**config.mk**
```make
export PLATFORM = sky130hd
export DESIGN_NAME = fpu_sp_issue_ctrl
export DESIGN_NICKNAME = d
export VERILOG_FILES = /design/src/rtl/fpu_sp_issue_ctrl.sv
export SDC_FILE = /design/constraint.sdc
export NUM_CORES = 1
export LEC_CHECK = 0
export CAP_MARGIN = 20
export CORE_UTILIZATION = 31
export CTS_CLUSTER_DIAMETER = 40
export CTS_CLUSTER_SIZE = 40
export DETAILED_ROUTE_END_ITERATION = 8
export HOLD_SLACK_MARGIN = 0.05
export PLACE_DENSITY = 0.55
export RECOVER_POWER = 100
export SLEW_MARGIN = 25
export SYNTH_ARGS = -nofsm -noshare
export SYNTH_HDL_FRONTEND = slang
export SYNTH_SLANG_ARGS = --single-unit
```
**constraint.sdc**
```tcl
create_clock -name clk -period 7.3 [get_ports clk]
set_input_delay 1.46 -clock clk [delete_from_list [all_inputs] [get_ports clk]]
set_output_delay 1.46 -clock clk [all_outputs]
set_load 0.005 [all_outputs]
```
**src/rtl/fpu_sp_issue_ctrl.sv**
```systemverilog
// ---------------------------------------------------------------------------
// fpu_sp_issue_ctrl
//   Initiator side of the single-precision FPU din1/din2/dval -> result/rdy
//   handshake. Add / sub / reverse-sub commands are buffered in a small FIFO
//   and issued one at a time to a single adder; subtraction is done by
//   flipping the sign of the subtrahend. Each result (or an error response on
//   illegal op / FPU timeout) is returned on a valid/ready response port, in
//   command order.
//
// Ports
//   clk, rst_n                     clock (posedge), async active-low reset
//   cmd_valid/cmd_ready            command handshake (ready = FIFO not full)
//   cmd_op[1:0], cmd_a, cmd_b      00 A+B, 01 A-B, 10 B-A, 11 illegal
//   fpu_din1, fpu_din2, fpu_dval   registered operands + one-cycle issue pulse
//   fpu_result, fpu_rdy            result from the FPU
//   rsp_valid/rsp_ready            response handshake
//   rsp_data, rsp_err              result, or quiet NaN with err=1
//   busy                           FSM active or commands queued
// ---------------------------------------------------------------------------
module fpu_sp_issue_ctrl #(
    parameter int nBITS   = 32,
    parameter int DEPTH   = 4,
    parameter int TIMEOUT = 64
) (
    input  logic             clk,
    input  logic             rst_n,
    input  logic             cmd_valid,
    output logic             cmd_ready,
    input  logic [1:0]       cmd_op,
    input  logic [nBITS-1:0] cmd_a,
    input  logic [nBITS-1:0] cmd_b,
    output logic [nBITS-1:0] fpu_din1,
    output logic [nBITS-1:0] fpu_din2,
    output logic             fpu_dval,
    input  logic [nBITS-1:0] fpu_result,
    input  logic             fpu_rdy,
    output logic             rsp_valid,
    input  logic             rsp_ready,
    output logic [nBITS-1:0] rsp_data,
    output logic             rsp_err,
    output logic             busy
);

    localparam int AW = $clog2(DEPTH);
    localparam int CW = AW + 1;
    localparam int TW = $clog2(TIMEOUT);
    localparam logic [CW-1:0]    FULL_CNT = CW'(DEPTH);
    localparam logic [TW-1:0]    TMO_LAST = TW'(TIMEOUT - 1);
    localparam logic [nBITS-1:0] QNAN     = nBITS'(32'h7FC0_0000);

    typedef enum logic [1:0] {S_IDLE, S_ISSUE, S_WAIT, S_RESP} state_t;

    // FIFO storage (no reset needed: only entries below r_count are ever read)
    logic [1:0]       r_op_mem [DEPTH];
    logic [nBITS-1:0] r_a_mem  [DEPTH];
    logic [nBITS-1:0] r_b_mem  [DEPTH];
    logic [AW-1:0]    r_wr_ptr;
    logic [AW-1:0]    r_rd_ptr;
    logic [CW-1:0]    r_count;

    state_t           r_state;
    state_t           w_state_next;
    logic [TW-1:0]    r_timer;
    logic [nBITS-1:0] r_din1;
    logic [nBITS-1:0] r_din2;
    logic [nBITS-1:0] r_rsp_data;
    logic             r_rsp_err;

    logic             w_push;
    logic             w_pop;
    logic             w_load_ops;
    logic             w_set_rsp;
    logic [nBITS-1:0] w_rsp_data_next;
    logic             w_rsp_err_next;
    logic [nBITS-1:0] w_din1_next;
    logic [nBITS-1:0] w_din2_next;
    logic [1:0]       w_head_op;
    logic [nBITS-1:0] w_head_a;
    logic [nBITS-1:0] w_head_b;

    assign cmd_ready = (r_count != FULL_CNT);
    assign w_push    = cmd_valid && cmd_ready;
    // The head entry stays in the FIFO until its response is accepted.
    assign w_pop     = (r_state == S_RESP) && rsp_ready;

    assign w_head_op = r_op_mem[r_rd_ptr];
    assign w_head_a  = r_a_mem[r_rd_ptr];
    assign w_head_b  = r_b_mem[r_rd_ptr];

    always_ff @(posedge clk) begin
        if (w_push) begin
            r_op_mem[r_wr_ptr] <= cmd_op;
            r_a_mem[r_wr_ptr]  <= cmd_a;
            r_b_mem[r_wr_ptr]  <= cmd_b;
        end
    end

    always_ff @(posedge clk or negedge rst_n) begin
        if (!rst_n) begin
            r_wr_ptr <= '0;
            r_rd_ptr <= '0;
            r_count  <= '0;
        end else begin
            if (w_push) r_wr_ptr <= r_wr_ptr + AW'(1);
            if (w_pop)  r_rd_ptr <= r_rd_ptr + AW'(1);
            case ({w_push, w_pop})
                2'b10:   r_count <= r_count + CW'(1);
                2'b01:   r_count <= r_count - CW'(1);
                default: r_count <= r_count;
            endcase
        end
    end

    // Subtraction is addition with the subtrahend's sign bit inverted.
    always_comb begin
        w_din1_next = w_head_a;
        w_din2_next = w_head_b;
        case (w_head_op)
            2'b01: begin
                w_din1_next = w_head_a;
                w_din2_next = {~w_head_b[nBITS-1], w_head_b[nBITS-2:0]};
            end
            2'b10: begin
                w_din1_next = w_head_b;
                w_din2_next = {~w_head_a[nBITS-1], w_head_a[nBITS-2:0]};
            end
            default: begin
                w_din1_next = w_head_a;
                w_din2_next = w_head_b;
            end
        endcase
    end

    always_comb begin
        w_state_next    = r_state;
        w_load_ops      = 1'b0;
        w_set_rsp       = 1'b0;
        w_rsp_data_next = r_rsp_data;
        w_rsp_err_next  = r_rsp_err;
        case (r_state)
            S_IDLE: begin
                if (r_count != '0) begin
                    if (w_head_op == 2'b11) begin
                        w_state_next    = S_RESP;
                        w_set_rsp       = 1'b1;
                        w_rsp_data_next = QNAN;
                        w_rsp_err_next  = 1'b1;
                    end else begin
                        w_state_next = S_ISSUE;
                        w_load_ops   = 1'b1;
                    end
                end
            end
            S_ISSUE: w_state_next = S_WAIT;
            S_WAIT: begin
                // A result arriving on the last timer cycle still counts.
                if (fpu_rdy) begin
                    w_state_next    = S_RESP;
                    w_set_rsp       = 1'b1;
                    w_rsp_data_next = fpu_result;
                    w_rsp_err_next  = 1'b0;
                end else if (r_timer == TMO_LAST) begin
                    w_state_next    = S_RESP;
                    w_set_rsp       = 1'b1;
                    w_rsp_data_next = QNAN;
                    w_rsp_err_next  = 1'b1;
                end
            end
            S_RESP: begin
                if (rsp_ready) w_state_next = S_IDLE;
            end
            default: w_state_next = S_IDLE;
        endcase
    end

    always_ff @(posedge clk or negedge rst_n) begin
        if (!rst_n) begin
            r_state    <= S_IDLE;
            r_timer    <= '0;
            r_din1     <= '0;
            r_din2     <= '0;
            r_rsp_data <= '0;
            r_rsp_err  <= 1'b0;
        end else begin
            r_state <= w_state_next;
            if (r_state == S_ISSUE)     r_timer <= '0;
            else if (r_state == S_WAIT) r_timer <= r_timer + TW'(1);
            if (w_load_ops) begin
                r_din1 <= w_din1_next;
                r_din2 <= w_din2_next;
            end
            if (w_set_rsp) begin
                r_rsp_data <= w_rsp_data_next;
                r_rsp_err  <= w_rsp_err_next;
            end
        end
    end

    assign fpu_din1  = r_din1;
    assign fpu_din2  = r_din2;
    assign fpu_dval  = (r_state == S_ISSUE);
    assign rsp_valid = (r_state == S_RESP);
    assign rsp_data  = r_rsp_data;
    assign rsp_err   = r_rsp_err;
    assign busy      = (r_state != S_IDLE) || (r_count != '0);

endmodule
```
==> impl_table.tex <==
\begin{tabular}{lr}
\hline
Metric & Value \\
\hline
\multicolumn{2}{l}{\textbf{Run status}} \\
Run status & complete, but fails checks \\
Violations in the final reports & capacitance limit, slew limit \\
\multicolumn{2}{l}{\textbf{Yosys}} \\
Register area share after synthesis & 0.738 \\
Mapped Nets & 921 \\
Adder-cell share of the synthesized area & 0.0126 \\
Synthesized area & $\sim$15000 um2 \\
Simple-Gate Fraction of Synth Area & 0.0403 \\
XOR/XNOR Fraction of Synth Area & 0.00482 \\
Area fraction in compound gates after synthesis & 0.0520 \\
Synth warn & 0 \\
Mean instance size in the synthesized netlist & 18.1 um2 \\
Number of standard cells after synthesis & 804 \\
Count of different cell masters after synthesis & around 40 \\
Post-synthesis sequential element count & about 380 \\
Multiplexer share of the synthesized area & 0.130 \\
Dominant combinational cell family by area after synthesis & multiplexers \\
\multicolumn{2}{l}{\textbf{Final layout}} \\
Ant diodes & 0 \\
Number of non-filler instances in the completed layout & 1681 \\
Fraction of layout instances using a drive strength above 1 & 0.172 \\
Area added between synthesis and finish & 31.7\% \\
Final standard cell area without fillers & 19200 um2 \\
Number of nets in the layout & roughly 1100 \\
\multicolumn{2}{l}{\textbf{Timing}} \\
Setup repair after global routing missed its margin & false \\
Max Slew Vio Count & 168 \\
Slew at the pin with the worst max-slew slack & around 3.4 ns \\
Maximum achievable frequency & around 0.20 GHz \\
Final Hold Fails & 0 \\
Final setup vio count & 0 \\
Slew headroom & -1.25 \\
Post-layout minimum cycle time & 5.05 ns \\
Final critical-path share of the clock period & 0.692 \\
Final worst clock skew & around 0.044 ns \\
Summed negative setup slack over all endpoints & 0 ns \\
\multicolumn{2}{l}{\textbf{Routing}} \\
Wire length per cell & around 20 um \\
Wirelength, routed & about 34000 um \\
Detailed-route via count & between 7000 and 8000 \\
DRC & 0 \\
Drt pass-1 iters & 5 \\
Post-detailed-route count of antenna-violating nets & 0 \\
Initial DRC count & roughly 500 \\
Vias per std cell & approximately 4.7 \\
\multicolumn{2}{l}{\textbf{Placed design}} \\
Dpl cells & $\sim$1600 \\
Buffers on Ports & between 200 and 250 \\
Final HPWL from detailed placement & between 20000 and 25000 um \\
Routability Congestion & between 0.7 and 0.8 \\
DP Area & approximately 17000 um2 \\
\multicolumn{2}{l}{\textbf{Floorplanning}} \\
Placement Rows & 79 \\
IO Pins & 204 \\
Core area & between 40000 and 50000 um2 \\
Width of the die & 219 um \\
Die Area & about 48000 um2 \\
Die Y & 219 um \\
Initial Util & 0.313 \\
\multicolumn{2}{l}{\textbf{Power}} \\
Net switching power & 2.70 mW \\
Proportion of power drawn by flip-flops and latches & 0.375 \\
Combinational share of power & 0.298 \\
Total leakage power & approximately 7.1 nW \\
Portion of total power attributed to the clock network & 0.327 \\
Total chip power & 8.57 mW \\
Internal power consumption & approximately 6 mW \\
Power per Cell Area & 448 nW/um2 \\
Peak ir drop on the vdd network & between 0.2 and 0.3 mV \\
Switch share & 0.315 \\
\multicolumn{2}{l}{\textbf{Critical path}} \\
Data arrival time of the worst path & 5.20 ns \\
Largest fanout on the critical path & 42 \\
Type of element launching the critical path & primary input \\
Max stage delay on crit path & approximately 2.0 ns \\
Worst-case register-to-register setup slack & 2.85 ns \\
Kind of end point of the critical path & flip-flop \\
Critical path's top delay family & buffers and inverters \\
Length in cells of the worst reg-to-reg path & 7 \\
Req. time, crit path & between 7 and 8 ns \\
Kind of critical path & in -> reg \\
End of the worst register-to-register path & fpu\_din2[14]\$\_DFFE\_PN0P\_ \\
Cell with the largest stage delay on the worst path & clkbuf\_1 \\
Worst path bufs/invs & 2 \\
Critical Path, Cell by Cell & dlygate4sd3\_1, and3\_1, clkbuf\_1 \\
Reg-to-reg startpoint & r\_rd\_ptr[0]\$\_DFFE\_PN0P\_ \\
\multicolumn{2}{l}{\textbf{CTS}} \\
Buffer depth of the longest clock path & 3 \\
Post-CTS Resized & 0 \\
Htree depth & 2 \\
Clock tree from TritonCTS & built \\
Number of hold-repair buffers added at the cts stage & 0 \\
Sink Count & between 300 and 400 \\
Setup repair bufs after CTS & 0 \\
Cts bufs inserted & between 50 and 60 \\
Clk\_lat worst skew & approximately 0.60 ns \\
Clock Root Buffer & clkbuf\_16 \\
Clock transition at path regs & 0.06 ns \\
\multicolumn{2}{l}{\textbf{Run}} \\
Reported max-cap violation count & 4 \\
\multicolumn{2}{l}{\textbf{Min path}} \\
Worst min-delay path startpoint & fpu\_din2[24]\$\_DFFE\_PN0P\_ \\
Worst Hold Path Cells & 2 \\
Worst-case hold path end point & fpu\_din2[24]\$\_DFFE\_PN0P\_ \\
Worst min-delay path class & reg -> reg \\
\multicolumn{2}{l}{\textbf{Global routing}} \\
Remaining Overflow, GRT & 0 \\
Vias in the first global route & 8204 \\
Number of antenna violations at the first check in global routing & 9 \\
Maximum number of pins on one net before global-route repair & 67 \\
Total routing usage reported by global routing & 0.144 \\
Global-route wire length before repair & slightly above 50000 um \\
\hline
\end{tabular}
## how the worst max path moves through the flow
| stage | startpoint | cells after the start | slack [ns] | endpoint |
|---|---|---|---|---|
| 5_1_grt | cmd_valid | 3 | 1.89 | r_a_mem[3][18]$_DFFE_PP_ |
| 2_1_floorplan | cmd_valid | 1 | 3.82 | r_a_mem[0][0]$_DFFE_PP_ |
| 6_report | cmd_valid | 3 | 2.25 | r_a_mem[3][17]$_DFFE_PP_ |
| 3_3_place_gp | r_rd_ptr[0]$_DFFE_PN0P_ | 7 | 3.65 | fpu_din2[16]$_DFFE_PN0P_ |
| 3_5_place_dp | r_rd_ptr[0]$_DFFE_PN0P_ | 7 | 3.53 | fpu_din2[14]$_DFFE_PN0P_ |
| 4_1_cts | r_rd_ptr[0]$_DFFE_PN0P_ | 7 | 3.60 | fpu_din2[14]$_DFFE_PN0P_ |
## cell families (layout without fill, tap and decap cells)
family	count (synthesis)	in the layout
adder cells (fa/ha/maj)	14	14
AO/OA/AOI/OAI	106	106
multiplexers	107	107
XOR/XNOR	8	8
buffers and inverters	59	329
flip-flops	376	376
AND/OR/NAND/NOR	134	134
## power by group through the flow
stage	sequential [mW]	clock [mW]	combinational, mW
3_3_place_gp	3.27	0	2.69
4_1_cts	3.24	2.88	2.74
3_5_place_dp	3.28	0	2.74
2_1_floorplan	3.17	0	1.69
6_report	3.21	2.80	2.56
5_1_grt	3.28	2.96	2.83
## through the flow
step / util / worst slack, ns / hold WS, ns
3_5_place_dp: 0.371 / 3.53 / 0.457
6_report: 0.412 / 2.25 / 0.459
2_1_floorplan: - / 3.82 / 0.463
5_1_grt: 0.412 / 1.89 / 0.488
3_3_place_gp: 0.370 / 3.65 / 0.455
4_1_cts: 0.414 / 3.60 / 0.470
## final cells by class
| type | instances | area [um2] |
|---|---|---|
| Multi-Input combinational cell | 369 | 3490 |
| Clock inverter | 44 | 616 |
| Sequential cell | 376 | 10700 |
| Fill cell | 4219 | 27300 |
| Inverter | 15 | 56.3 |
| Timing Repair Buffer | 213 | 2130 |
| Clock buffer | 57 | 1370 |
| Tap cell | 607 | 759 |
## cell usage in the layout, fill, tap and decap left out, drive strengths merged, types with 2 or more instances in the layout
cell type      Yosys  final
a21oi              3      3
a22o              23     23
a22oi             31     31
and2               2      2
and3               6      6
buf               32      8
bufinv             0      9
clkbuf            12     60
clkdlybuf4s50      0     33
clkinv             0     11
clkinvlp           0      8
dfrtp            112    112
dlygate4sd3        0    169
edfxtp           264    264
ha                13     13
inv               15     31
mux2               5      5
mux2i             37     37
mux4              65     65
nand2            100    100
nand2b             3      3
nand3              7      7
nand3b             2      2
nor2               6      6
nor3               2      2
o21ai             36     36
o22a               9      9
o22ai              2      2
or2                2      2
xnor2              4      4
xor2               4      4
## synth_stat cells
master / n / share of area
o21ai_2: 1 / 0.00060
nor2_1: 6 / 0.0015
ha_1: 13 / 0.011
a21oi_1: 3 / 0.0010
clkbuf_1: 12 / 0.0031
a41oi_1: 1 / 0.00060
xor2_1: 4 / 0.0024
buf_6: 4 / 0.0031
a22oi_1: 28 / 0.014
and3_1: 6 / 0.0026
nand4_1: 1 / 0.00043
nand3_1: 7 / 0.0024
nor3_4: 1 / 0.0011
o21ai_1: 3 / 0.0010
nand3b_1: 2 / 0.0010
o21ai_0: 32 / 0.011
a22oi_2: 3 / 0.0026
nor3b_1: 1 / 0.00052
nor3_1: 1 / 0.00034
nand2_1: 100 / 0.026
a22o_1: 23 / 0.014
xnor2_1: 4 / 0.0024
dfrtp_1: 112 / 0.19
buf_1: 1 / 0.00026
nor2b_1: 1 / 0.00043
nor4b_2: 1 / 0.0010
and2_1: 2 / 0.00086
inv_1: 15 / 0.0039
mux2_2: 5 / 0.0039
nand2b_1: 3 / 0.0013
mux2i_1: 37 / 0.025
or2_2: 2 / 0.00086
buf_4: 6 / 0.0031
mux4_2: 65 / 0.10
o22a_1: 9 / 0.0054
o22ai_1: 2 / 0.00086
buf_2: 19 / 0.0065
o21a_1: 1 / 0.00052
buf_12: 2 / 0.0028
edfxtp_1: 264 / 0.55
fa_1: 1 / 0.0014
## tightest hold or removal path: stages (launching register included)
cell and delay [ns]:
dfrtp_1 0.34, nand2_1 0.05, nand2_1 0.04
## per-layer routing
layer  global-route usage  share of wire
met5                    0        0.00070
met1                0.187           0.43
met4               0.0464          0.021
met3               0.0338          0.064
met2                0.236           0.48
## sequential cells by signal, indices dropped and copies added, names as in the netlist, 3 cells and up
register,flops
r_timer,6
r_count,3
r_a_mem,128
fpu_din2,32
r_b_mem,128
r_op_mem,8
rsp_data,32
fpu_din1,32
Note: power is estimated with default switching activity, not from simulation.
